==> src/rtl/note_scheduler.sv <==
// note_scheduler: shares one square-wave tone generator among eight piano
// key enables (C D E F G A B C2). Keys are synchronized, optionally debounced,
// and held keys are played one at a time in ascending round-robin order with
// a fixed dwell per note (arpeggiated chord).
//
// Build option: define NOTE_SCHED_DEBOUNCE_EN to add a per-key debounce filter
// of DB_CYCLES stable cycles; otherwise keys follow the synchronizer directly.
module note_scheduler #(
  parameter int DWELL     = 2500000,
  parameter int DB_CYCLES = 250000
) (
  input  logic        clk,
  input  logic        rst_n,
  input  logic [7:0]  en,
  output logic        note_on,
  output logic [2:0]  note_idx,
  output logic [17:0] half_period,
  output logic        note_change
);

  localparam int CW = (DWELL > 2) ? $clog2(DWELL) : 1;

  // Elaboration-time guard on parameter ranges.
  if (DWELL < 2 || DB_CYCLES < 1) begin : g_bad_param
    $error("note_scheduler: DWELL must be >= 2 and DB_CYCLES >= 1");
  end

  typedef enum logic {S_IDLE, S_PLAY} state_t;

  logic [7:0]    r_sync1, r_sync2;
  logic [7:0]    w_keys;
  state_t        r_state, w_state_nxt;
  logic [CW-1:0] r_cnt, w_cnt_nxt;
  logic [2:0]    r_idx, w_idx_nxt;
  logic          r_note_on, r_chg, w_chg_nxt;
  logic [17:0]   r_half;
  logic [2:0]    w_next, w_lowest;

  // Two-flop synchronizer; en is asynchronous to clk.
  always_ff @(posedge clk or negedge rst_n) begin
    if (!rst_n) begin
      r_sync1 <= '0;
      r_sync2 <= '0;
    end else begin
      r_sync1 <= en;
      r_sync2 <= r_sync1;
    end
  end

`ifdef NOTE_SCHED_DEBOUNCE_EN
  localparam int DW = $clog2(DB_CYCLES + 1);

  logic [7:0]         r_keys;
  logic [7:0][DW-1:0] r_db_cnt;

  // Per-key filter: a key flips only after the synchronized input has
  // disagreed with it for DB_CYCLES cycles in a row; any agreeing cycle
  // restarts the count.
  always_ff @(posedge clk or negedge rst_n) begin
    if (!rst_n) begin
      r_keys   <= '0;
      r_db_cnt <= '0;
    end else begin
      for (int i = 0; i < 8; i++) begin
        if (r_sync2[i] == r_keys[i]) begin
          r_db_cnt[i] <= '0;
        end else if (r_db_cnt[i] == DW'(DB_CYCLES - 1)) begin
          r_keys[i]   <= r_sync2[i];
          r_db_cnt[i] <= '0;
        end else begin
          r_db_cnt[i] <= r_db_cnt[i] + 1'b1;
        end
      end
    end
  end

  assign w_keys = r_keys;
`else
  assign w_keys = r_sync2;
`endif

  // Next held key strictly above cur, wrapping 7->0; returns cur if none.
  function automatic logic [2:0] f_next_above(input logic [7:0] k,
                                              input logic [2:0] cur);
    logic [2:0] r, j;
    logic       found;
    r     = cur;
    found = 1'b0;
    for (int s = 1; s < 8; s++) begin
      j = cur + 3'(s);
      if (!found && k[j]) begin
        r     = j;
        found = 1'b1;
      end
    end
    return r;
  endfunction

  // Lowest held key (0 if none held; caller qualifies with |k).
  function automatic logic [2:0] f_lowest(input logic [7:0] k);
    logic [2:0] r;
    r = '0;
    for (int i = 7; i >= 0; i--)
      if (k[i]) r = 3'(i);
    return r;
  endfunction

  // Half-period counts for a 50 MHz clock.
  function automatic logic [17:0] f_half(input logic [2:0] idx);
    logic [17:0] r;
    case (idx)
      3'd0:    r = 18'd95556;
      3'd1:    r = 18'd85131;
      3'd2:    r = 18'd75843;
      3'd3:    r = 18'd71586;
      3'd4:    r = 18'd63776;
      3'd5:    r = 18'd56818;
      3'd6:    r = 18'd50619;
      default: r = 18'd47778;
    endcase
    return r;
  endfunction

  assign w_next   = f_next_above(w_keys, r_idx);
  assign w_lowest = f_lowest(w_keys);

  // Scheduler state, dwell counter and all outputs are registered together.
  always_ff @(posedge clk or negedge rst_n) begin
    if (!rst_n) begin
      r_state   <= S_IDLE;
      r_cnt     <= '0;
      r_idx     <= '0;
      r_note_on <= 1'b0;
      r_chg     <= 1'b0;
      r_half    <= '0;
    end else begin
      r_state   <= w_state_nxt;
      r_cnt     <= w_cnt_nxt;
      r_idx     <= w_idx_nxt;
      r_note_on <= (w_state_nxt == S_PLAY);
      r_chg     <= w_chg_nxt;
      r_half    <= (w_state_nxt == S_PLAY) ? f_half(w_idx_nxt) : 18'd0;
    end
  end

  // Next-state logic: all-off beats current-key release beats dwell expiry.
  always_comb begin
    w_state_nxt = r_state;
    w_idx_nxt   = r_idx;
    w_cnt_nxt   = r_cnt;
    w_chg_nxt   = 1'b0;
    case (r_state)
      S_IDLE: begin
        if (|w_keys) begin
          w_state_nxt = S_PLAY;
          w_idx_nxt   = w_lowest;
          w_cnt_nxt   = CW'(DWELL - 1);
          w_chg_nxt   = 1'b1;
        end
      end
      S_PLAY: begin
        if (w_keys == 8'h00) begin
          // note_idx keeps its last value while idle
          w_state_nxt = S_IDLE;
        end else if (!w_keys[r_idx]) begin
          w_idx_nxt = w_next;
          w_cnt_nxt = CW'(DWELL - 1);
          w_chg_nxt = 1'b1;
        end else if (r_cnt == '0) begin
          // solo key simply restarts its dwell with no pulse
          w_cnt_nxt = CW'(DWELL - 1);
          if (w_next != r_idx) begin
            w_idx_nxt = w_next;
            w_chg_nxt = 1'b1;
          end
        end else begin
          w_cnt_nxt = r_cnt - 1'b1;
        end
      end
      default: w_state_nxt = S_IDLE;
    endcase
  end

  assign note_on     = r_note_on;
  assign note_idx    = r_idx;
  assign half_period = r_half;
  assign note_change = r_chg;

endmodule

==> config.mk <==
export PLATFORM = sky130hd
export DESIGN_NAME = note_scheduler
export DESIGN_NICKNAME = d
export VERILOG_FILES = /design/src/rtl/note_scheduler.sv
export SDC_FILE = /design/constraint.sdc
export NUM_CORES = 1
export LEC_CHECK = 0
export BUFFER_PORTS_ARGS = -buffer_cell sky130_fd_sc_hd__buf_4
export CELL_PAD_IN_SITES_DETAIL_PLACEMENT = 1
export CELL_PAD_IN_SITES_GLOBAL_PLACEMENT = 2
export CORE_ASPECT_RATIO = 1.4
export CORE_UTILIZATION = 41
export CTS_CLUSTER_SIZE = 10
export DETAILED_ROUTE_END_ITERATION = 7
export HOLD_SLACK_MARGIN = 0.15
export PLACE_DENSITY_LB_ADDON = 0.3
export RECOVER_POWER = 50
export SLEW_MARGIN = 30
export SYNTH_ARGS = -nofsm -noshare
export SYNTH_HDL_FRONTEND = slang
export SYNTH_SLANG_ARGS = --single-unit
==> constraint.sdc <==
create_clock -name clk -period 10.2 [get_ports clk]
set_input_delay 0.51 -clock clk [delete_from_list [all_inputs] [get_ports clk]]
set_output_delay 0.51 -clock clk [all_outputs]
set_load 0.02 [all_outputs]
==> run summary <==
The placer congestion estimate is about 0.8. The worst-path maximum fanout is 13. The layout-stage area growth over the synthesis result came out at 16.3%. The count of input and output buffers is 31. The number of nets at the end of the flow is 380. Of the total power, registers draw between 20% and 30%. The number of max-slew violations in the final report came to 61. The row count came out at 39.

The net count after synthesis came out at 358. The number of clock sinks seen by CTS came out at 60. The number of hold-repair buffers added at the cts stage came out at 0. TritonCTS built the clock tree. The multi-input logic area is 1790 um^2. In this run, the number of DRC markers left after iteration 0 of detailed routing was about 120.

The starting density of the core is 42.5%. The final wirelength came out at 8990 um. The via count came out at between 2000 and 3000. The checks that failed: capacitance limit, slew limit. The synthesized design contains 0 enable-type register cells. The first TritonRoute pass finished after 4 iterations. The buffer levels on the longest clock path is 2. The final worst slack is 6100 ps. The critical path class is flip-flop to flip-flop. The clock tree skew after final layout is 6.33 ps. The path class of the tightest hold or removal check is primary input to flip-flop. Setup repair after global routing left no endpoint under its margin. The post-layout total power is about 1.7 mW. The number of global-route vias before repair is 2939. At the worst endpoint, the required time is ~10000 ps. The post-synthesis cell type count came out at 66. The switching power is 0.745 mW. The upper clock frequency limit came out at between 0.2 and 0.25 GHz. The number of endpoints with negative hold slack in the final report was 0.

The proportion of register bits with asynchronous set or reset after synthesis came out at 100%. The synthesis warning total came out at 0. The worst-case IR drop observed on VDD is 0.262 mV. The critical path arrival came out at 4300 ps. The number of antenna violations at the first check in global routing came out at 0. Of the total power, the share spent switching nets is 44.5%. The clock buffer count from CTS is 9. The worst setup path is launched from a flip-flop. The count of boundary I/O pins came out at 33.

The global route total overflow came out at 0. The slew at the pin closest to its max-slew limit came out at 3080 ps. The most critical setup path has its startpoint at note_idx[1]. The number of filler cells placed in the layout is 913.

CTS placed an instance of clkbuf_16 at the clock tree root. The later pin in the worst-skew pair is clocked with a latency of between 300 and 400 ps. Measured along the y axis, the die boundary spans 111 um. The part of the cycle the worst path needs came out at around two fifths.

The total negative slack came out at 0 ps. The post-cts resize count came out at 0. The ratio of cells with drive above 1 in the final layout came out at 21.0%.

The internal power of the cells totals between 0.9 and 1 mW. The count of antenna diodes in the layout is 0. OpenSTA, run right after detailed placement, puts the worst setup slack at ~6100 ps.

The total cell area at the placement stage is about 3700 um^2. The number of vias per cell came out at 5.86. Setup violations remaining at the end of the flow were counted as 0. The minimum clock period came out at 4100 ps.

Clock-pin slew was measured on the worst setup and hold paths at 50 ps. The library cell used most frequently in the layout, excluding fill and tap cells, is dfrtp_1. The detailed placer's ending HPWL came out at 6250 um.

The static leakage is 1.67 nW. The flop and latch count out of synthesis is 60. The part of the Yosys area used for sequential elements is about 43%. The normalized max-slew margin came out at -106%. The wire length of the first global-routing pass is 15200 um. The core area came out at approximately 8200 um^2.

The clock power share came out at about a fifth. The detail route stage leaves a number of antenna-violating nets equal to 0. The post-synth design cell area is 3480 um^2.

The sequential cell area is 1500 um^2. The number of H-tree branching levels is 3. The overall global routing resource usage came out at 22.6%. The area of all placed cells without fillers came out at between 4000 and 5000 um^2.

Leaving out fill and tap cells, the most frequent cells in the layout are dfrtp_1, nand2_1, nor2_1, a21oi_1, buf_4. Dividing the detail-routed wire length by the instance count gives between 15 and 20 um. STA classifies the critical path endpoint as a flip-flop.

After technology mapping, the gate count stands at 345. The average cell area after synthesis is roughly 10 um^2. The origin of the worst min-delay path is en[2]. The number of DRC violations after detailed routing is 0.

The maximum number of pins on one net before global-route repair is 61. The die span in x came out at approximately 80 um. The number of maximum-capacitance constraint violations came out at 1. Buffers added to address setup during post-CTS repair amount to 0. The source of the worst register-to-register timing path is note_idx[1].

The die covers between 8000 and 9000 um^2. The share of total power in combinational logic is 60.0%. Among all flip-flop cells after synthesis, the most frequent one is dfrtp_1. For this design the ratio of total power to cell area is 413 nW/um^2. The run finished, with violations left.
==> cell usage after synthesis, types with 9 or more instances <==
master	instances	area (um^2)
dfrtp_1	60	1500
a21oi_1	26	130
inv_1	12	45.0
clkbuf_1	12	45.0
mux4_2	11	248
nor3_1	14	70.1
o21ai_0	22	110
xnor2_1	9	78.8
nor2_1	31	116
mux2i_1	11	110
nand2_1	31	116
==> power by group through the flow <==
| stage | Sequential, mW | Combinational [mW] | Clock (mW) |
|---|---|---|---|
| after detailed placement | 0.343 | 1.01 | 0 |
| after global placement | 0.343 | 0.987 | 0 |
| final | 0.340 | 1.00 | 0.329 |
| after global routing | 0.346 | 1.11 | 0.346 |
| after CTS | 0.340 | 1.02 | 0.338 |
| after floorplan | 0.370 | 0.748 | 0 |
==> registers in the layout (all words and copies together), names as in the netlist <==
register     flops
note_idx         3
r_sync2          8
note_change      1
half_period     17
r_cnt           22
note_on          1
r_sync1          8
==> cell families (layout without fill, tap and decap cells) <==
| group | Yosys count | count (layout) | share of synthesized area [%] |
|---|---|---|---|
| xor gates and xnor gates | 15 | 15 | 4.42 |
| DFF | 60 | 60 | 43.1 |
| buffers and inverters | 38 | 65 | 5.53 |
| other | 1 | 1 | 0.108 |
| and+or+nand+nor | 112 | 112 | 15.6 |
| muxes | 30 | 30 | 13.6 |
| AOI/OAI and AO/OA | 86 | 86 | 16.6 |
| adders and majority gates | 3 | 3 | 1.08 |
==> critical path: stages (launching register included) <==
cell and delay (ps):
dfrtp_1 600, inv_1 340, ha_1 380, xnor2_2 510, mux4_2 570, nand2_1 110
o21ai_0 150, a211oi_1 420, a21o_1 410, inv_2 160, o31ai_1 230, a21oi_1 80
==> area by class of cell <==
class	instances	area share [%]
clock buffer	13	6.42
clock inverter	3	1.70
inverter	17	1.67
multi-input combinational	247	44.2
sequential	60	37.0
tap	102	3.15
timing repair buffer	32	5.84
==> per-stage QoR <==
step / util [%] / std cells / hold WS, ps
after floorplan: - / 345 / 214
after global placement: 45.5 / 458 / 334
after detailed placement: 45.5 / 458 / 336
after CTS: 49.5 / 474 / 268
after global routing: 49.4 / 474 / 304
final: 49.4 / 474 / 310
==> worst paths after layout <==
check                                   to  slack [ps]  depth (start not counted)
setup / recovery           half_period[10]        6100                         11
hold / removal                  r_sync1[2]         310                          1
setup reg to reg           half_period[10]        6100                         11
hold reg to reg                 r_sync2[2]         340                          0
max in group asynchronous      note_change        7250                          1
min in group asynchronous       r_sync2[1]        1180                          1
==> metal layers <==
layer / share of wire [%] / track usage [%] / up-vias
li1: - / - / 1295
met1: 40 / 27.3 / 1432
met2: 55 / 39.4 / 38
met3: 2.3 / 4.28 / 14
met4: 1.8 / 8.10 / 0
met5: 0 / 0 / -
No activity file was read; power rests on OpenSTA's default activity.
